--- config.mk ---
export PLATFORM = sky130hd
export DESIGN_NAME = regfile_mp
export DESIGN_NICKNAME = d
export VERILOG_FILES = /design/src/rtl/regfile_mp.sv
export SDC_FILE = /design/constraint.sdc
export NUM_CORES = 2
export LEC_CHECK = 0
export CORE_MARGIN = 2
export CORE_UTILIZATION = 50
export CTS_CLUSTER_SIZE = 10
export DETAILED_ROUTE_END_ITERATION = 10
export PLACE_DENSITY = 0.67
export RECOVER_POWER = 25
export SYNTH_ARGS = -nofsm -noshare
export SYNTH_HDL_FRONTEND = slang
export SYNTH_SLANG_ARGS = --single-unit
--- constraint.sdc ---
create_clock -name clk -period 7 [get_ports clk]
set_input_delay 1.75 -clock clk [delete_from_list [all_inputs] [get_ports clk]]
set_output_delay 1.75 -clock clk [all_outputs]
set_load 0.005 [all_outputs]
--- src/rtl/regfile_mp.sv ---
`default_nettype none
// ============================================================================
//  Module      : regfile_mp
//  Description : Multi-port integer register file with a per-register busy
//                scoreboard, optional write-to-read bypass, optional
//                hardwired zero register and a stored-value debug read port.
//  Revision    : 1.0 - initial release
// ============================================================================
module regfile_mp #(
    parameter int XLEN     = 32,
    parameter int NREGS    = 32,
    parameter int NRD      = 2,
    parameter int NWR      = 1,
    parameter int BYPASS   = 1,
    parameter int ZERO_REG = 1
) (
    input  logic                            clk,
    input  logic                            rst_n,
    input  logic [NRD*$clog2(NREGS)-1:0]    rs_addr,
    output logic [NRD*XLEN-1:0]             rs_data,
    output logic [NRD-1:0]                  rs_busy,
    input  logic [NWR-1:0]                  wr_en,
    input  logic [NWR*$clog2(NREGS)-1:0]    wr_addr,
    input  logic [NWR*XLEN-1:0]             wr_data,
    input  logic                            iss_en,
    input  logic [$clog2(NREGS)-1:0]        iss_rd,
    input  logic                            flush,
    input  logic [$clog2(NREGS)-1:0]        dbg_addr,
    output logic [XLEN-1:0]                 dbg_data
);

    localparam int AW = $clog2(NREGS);

    // Reject degenerate port counts at elaboration time.
    generate
        if (NRD < 1 || NWR < 1) begin : g_param_check
            $error("regfile_mp: NRD and NWR must both be at least 1");
        end
    endgenerate

    logic [NREGS-1:0][XLEN-1:0] r_regs;
    logic [NREGS-1:0][XLEN-1:0] w_regs_nxt;
    logic [NREGS-1:0]           r_busy;
    logic [NREGS-1:0]           w_busy_nxt;

    // True for the address of a hardwired-zero register.
    function automatic logic is_hardwired(input logic [AW-1:0] a);
        return (ZERO_REG != 0) && (a == '0);
    endfunction

    // Next-state: flush first, then write clears (higher port overrides
    // lower on data), then issue set so a new producer owns the register.
    always_comb begin
        w_regs_nxt = r_regs;
        w_busy_nxt = flush ? '0 : r_busy;
        for (int j = 0; j < NWR; j++) begin
            if (wr_en[j] && !is_hardwired(wr_addr[j*AW +: AW])) begin
                w_regs_nxt[wr_addr[j*AW +: AW]] = wr_data[j*XLEN +: XLEN];
                w_busy_nxt[wr_addr[j*AW +: AW]] = 1'b0;
            end
        end
        if (iss_en && !is_hardwired(iss_rd)) begin
            w_busy_nxt[iss_rd] = 1'b1;
        end
    end

    // Register array and scoreboard; reset discards anything in flight.
    always_ff @(posedge clk or negedge rst_n) begin
        if (!rst_n) begin
            r_regs <= '0;
            r_busy <= '0;
        end else begin
            r_regs <= w_regs_nxt;
            r_busy <= w_busy_nxt;
        end
    end

    // Combinational read ports with optional same-cycle write bypass.
    generate
        for (genvar k = 0; k < NRD; k++) begin : g_rd
            logic [AW-1:0]   w_addr;
            logic [XLEN-1:0] w_data;
            logic            w_busy;

            assign w_addr = rs_addr[k*AW +: AW];

            // Stored value, overridden by the highest matching write port;
            // the zero register masks everything. Bypass is held off in
            // reset so outputs stay at zero.
            always_comb begin
                w_data = r_regs[w_addr];
                w_busy = r_busy[w_addr];
                if (BYPASS != 0 && rst_n) begin
                    for (int j = 0; j < NWR; j++) begin
                        if (wr_en[j] && (wr_addr[j*AW +: AW] == w_addr)) begin
                            w_data = wr_data[j*XLEN +: XLEN];
                            w_busy = 1'b0;
                        end
                    end
                end
                if (is_hardwired(w_addr)) begin
                    w_data = '0;
                    w_busy = 1'b0;
                end
            end

            assign rs_data[k*XLEN +: XLEN] = w_data;
            assign rs_busy[k]              = w_busy;
        end
    endgenerate

    // Debug port sees only the committed contents.
    assign dbg_data = r_regs[dbg_addr];

endmodule
`default_nettype wire

-- Word-level counts from Yosys, hierarchy flattened
Cells that the tools add are included.
W data, S select, Z words.
- input bits: 62
- bits in registers: 1056
- word-level logic and storage cells: 89
- reductions and logical operators: 12
- equality and inequality tests: 2
- mux-type cells: 32
- bitwise operators: 3
- $lt $le $gt $ge: 7
- operator list (operator ; number):
    $bwmux W1024 ; 1
    $bmux W32 S5 ; 3
    $mux W32 ; 13
    $demux W32 S5 ; 1
    $and A32 B32 Y32 ; 1
    $not A32 Y32 ; 1
    $or A32 B32 Y32 ; 1
    $lt A5 B6 Y1 const B ; 5
    $logic_not A5 Y1 ; 4
    $bmux W1 S5 ; 2
    $demux W1 S5 ; 2
    $eq A5 B5 Y1 ; 2
    $ge A5 B1 Y1 const B ; 2
    $mux W1 ; 10
    $logic_and A1 B1 Y1 ; 6
    $logic_not A1 Y1 ; 2

-- Depth between registers and ports, before layout
- word-level depth: 9
- depth in mapped cells: 10
- depth with buffers taken out: 6

-- Worst setup path after synthesis
Ideal clock, no wire load.
- kind: input to output
- start point: input dbg_addr[0]
- end point: output dbg_data[0]
- arrival time: 3.532 ns
- slack: 1.718 ns
- required time: 5.250 ns
- stages on the path: 6
- cell sequence: buf_2 buf_6 buf_2 mux4_2 mux4_2 mux2_2
- longest elaborated chain between the ends: 2
- RTL lines (item ; RTL line ; RTL):
    from (decl) ; 28 ; input logic [$clog2(NREGS)-1:0] dbg_addr,
    $bmux W32 S5 ; 113 ; assign dbg_data = r_regs[dbg_addr];
    $mux W32 (not written as such) ; 113 ;
    to (decl) ; 29 ; output logic [XLEN-1:0] dbg_data
No other way between the ends. The select of a mux whose other input is x is not followed.

-- Worst setup path in the final report
- start point: input wr_addr[2]
- end point: output rs_data[7]
- longest elaborated chain between the ends: 5
- RTL lines (item ; RTL line ; RTL):
    from (decl) ; 23 ; input logic [NWR*$clog2(NREGS)-1:0] wr_addr,
    $eq A5 B5 Y1 ; 95 ; if (wr_en[j] && (wr_addr[j*AW +: AW] == w_addr)) begin
    $logic_and A1 B1 Y1 ; 95 ;
    $mux W32 ; 95 ;
    $mux W32 ; 93 ; if (BYPASS != 0 && rst_n) begin
    $mux W32 ; 101 ; if (is_hardwired(w_addr)) begin
    to (decl) ; 20 ; output logic [NRD*XLEN-1:0] rs_data,
No other way between the ends.

==> flow_summary_export.csv <==
group,metric,value,unit
run,maxCapViolations,3,
hold_path,hold_class,"reg2reg",
synth,ys.flop_type,"dfrtp_1",
synth,netlist_instances,4900,
cts,postCtsSetupRepairBufs,0,
placed_design,gp_routability_congestion,0.923,
floorplan,dieWidth,366,µm
sta,relSlewSlack,-1.71,
setup_path,worstPathMaxFanout,23,
synth,ys_top_cells_by_area,"dfrtp_1 (40%), mux2_2 (20%), mux4_2 (18%)",
setup_path,rrSetupSlack,6.12,ns
cts,cts_resized,0,
cts,cts_hold_buffers,0,
placed_design,port_buffers,159,
placed_design,placed_cells,6478,
route,drt.antenna.violating_nets,0,
setup_path,cp-end-kind,"output port",
sta,fin_hold_ws,0.418,ns
synth,ys_ff_latch,1056,
synth,yosys_warnings,0,
synth,synthArstFlopShare,1.00,
route,vias_per_cell,7.57,
cts,cts_buffer_depth,3,
synth,avgSynthCellArea,13.4,µm²
synth,yosysSeqAreaShare,0.403,
power,power_frac_clock,0.306,
setup_path,required,5.25,ns
finish,fin_area,0.0733,mm²
power,power.share.switching,0.308,
route,vias,50300,
sta,layout_min_cycle_time,6.80,ns
setup_path,reg2reg_from,"r_busy[12]$_DFF_PN0_",
route,wl_per_cell,38.3,µm
power,power_frac_seq,0.435,
finish,layout.cells.non_filler,6648,
synth,synth_area,0.0656,mm²
sta,worst_slew_pin_slew,4.06,ns
global_routing,grt_pass1_vias,49100,
power,p_total,19.3,mW
cts,cts_buffers,121,
power,vdd_drop_max,226,µV
global_routing,grt_max_degree,175,
setup_path,reg2reg_to,"r_busy[12]$_DFF_PN0_",
floorplan,rows,132,
hold_path,hold_path_startpoint,"r_regs[6]$_DFFE_PN0P_",
setup_path,rr_worst_depth,2,
sta,setup_viol,0,
synth,ys_types,54,
floorplan,die-area,0.134,mm²
sta,rsz0062_at_grt,"false",
floorplan,core,0.130,mm²
global_routing,grt_usage,0.374,
setup_path,cp.arrival,5.05,ns
sta,final.period_utilization,0.972,
floorplan,io-pin-count,160,
sta,tns,0,ns
cts,cts_tree,"built",
hold_path,whs_endpoint,"r_regs[6]$_DFFE_PN0P_",
run_status,status,"finished with violations",
power,power_density,264,mW/mm²
route,firstDrtPassIters,9,
finish,fill_cells,10500,
synth,synth_edf_count,0,
setup_path,setup.worst_path.start_class,"input port",
floorplan,die_y,366,µm
power,p_switching,5.96,mW
run_status,violations,"design-rule violations, max-capacitance violations, max-slew violations",
placed_design,post-dp-hpwl,153,mm
power,p_int,13.4,mW
floorplan,initial_utilization,0.505,
global_routing,overflow,0,
route,drc,2,
finish,syn_to_final_growth,11.8,%
cts,path_clk_slew,0.06,ns
sta,fmax,147,MHz
power,combPwrFrac,0.260,
hold_path,whs_path_depth,0,
cts,clockRootBuffer,"clkbuf_16",
route,drt_iter0_drc,7691,
finish,drive_above_1_share,0.447,
global_routing,grt_pass1_wl,365,mm
setup_path,worst-setup-path-type,"in2out",
global_routing,antenna_found_initial,13,
cts,clock_latency,0.75,ns
synth,yosysTopAreaCellShare,0.403,
finish,fin_nets,4921,
sta,maxSlewViolCount,366,
power,p_leak,30.9,nW
sta,clock-skew-final,0,ns
synth,yosys.area.top_type,"dfrtp_1",
placed_design,place_area,0.0699,mm²
cts,clock-sinks,1056,
cts,cts_htree_levels,3,
sta,finalHoldViolCount,0,
route,wirelength,255,mm
synth,synthesis.nets,4962,
[cell usage after synthesis (all sizes together) (56+ instances only)]
cell type  number
nand2          95
a221oi         96
mux4          536
nor3          129
mux2i         398
nor2b          66
a211oi         84
o22ai          56
clkbuf        337
a221o          62
a22oi          64
a21oi          79
o21ai         144
mux2         1144
dfrtp        1056
buf           253
[metal layers]
metal  wire length (µm)  global-route usage  share of wire  vias up
met1              97600               0.512           0.38    26300
li1                   -                   -              -    19300
met3              32600               0.115           0.13      914
met2             108000               0.529           0.42     3797
met4              16700               0.213          0.065       16
met5                160             0.00427        0.00063        -
[power by group through the flow]
stage	Sequential, mW	Clock, mW	Combinational (mW)
global route	8.53	6.18	5.25
floorplan	8.04	0	3.45
finish	8.40	5.91	5.02
global placement	8.35	0	4.85
CTS	8.32	5.92	4.95
detailed placement	8.42	0	4.92
[layout by cell type, fill, tap and decap left out, types with 14 or more instances in the layout]
master / count
a211oi_1: 84
a21oi_1: 79
a221o_1: 62
a221oi_1: 96
a22oi_1: 64
buf_12: 56
buf_4: 212
clkbuf_1: 26
clkbuf_16: 124
clkdlybuf4s50_1: 143
dfrtp_1: 1056
inv_1: 15
mux2_2: 1144
mux2i_1: 398
mux4_2: 536
nand2_1: 78
nand2_4: 14
nand3_1: 16
nand3b_1: 21
nand4_1: 29
nor2b_1: 62
nor3_1: 126
o21ai_0: 143
o221a_2: 30
o221ai_1: 48
o22ai_1: 56
o31ai_1: 32
[registers in the layout, summed over array words and instances (netlist names)]
register,flops
r_busy,32
r_regs,1024
[area by class of cell]
class                   instances  area, µm²  share of cell area
well taps                    1742       2180              0.0297
diodes                          3       7.51            0.000102
flip-flops and latches       1056      26400               0.360
multi-input cells            3236      36900               0.503
clock inverters                 8        119             0.00162
repair buffers                426       4320              0.0589
clock buffers                 159       3320              0.0453
inverters                      18       70.1            0.000956
[worst max path at each step]
stage | startpoint | end | cells after the start
4_1_cts | wr_addr[2] | rs_data[7] | 8
3_5_place_dp | wr_addr[2] | rs_data[7] | 8
2_1_floorplan | dbg_addr[0] | dbg_data[0] | 6
3_3_place_gp | wr_addr[2] | rs_data[3] | 7
5_1_grt | rst_n | r_regs[211]$_DFFE_PN0P_ | 4
6_report | wr_addr[2] | rs_data[7] | 8
[metrics by stage]
stage               setup WS [ns]  utilization
detailed placement          0.359        0.538
global placement            0.388        0.538
global route                0.161        0.565
CTS                         0.348        0.565
finish                      0.196        0.565
floorplan                    1.72            -
[kinds of logic after synthesis]
family / count (synthesis) / share of synthesized area
AND/OR/NAND/NOR: 411 / 0.0327
multiplexers: 2078 / 0.441
AO/OA/AOI/OAI: 737 / 0.0822
buffers and inverters: 608 / 0.0392
XOR/XNOR: 10 / 0.00134
flip-flops: 1056 / 0.403
[critical path, cell delays in order]
cell             delay [ns]
clkdlybuf4s50_1        0.74
xor2_1                 0.22
nor3_1                 0.07
nand4_1                0.22
o21a_2                 1.03
buf_4                  0.31
a221o_1                0.18
clkdlybuf4s50_1        0.51
Power figures use the tool's default switching activity.
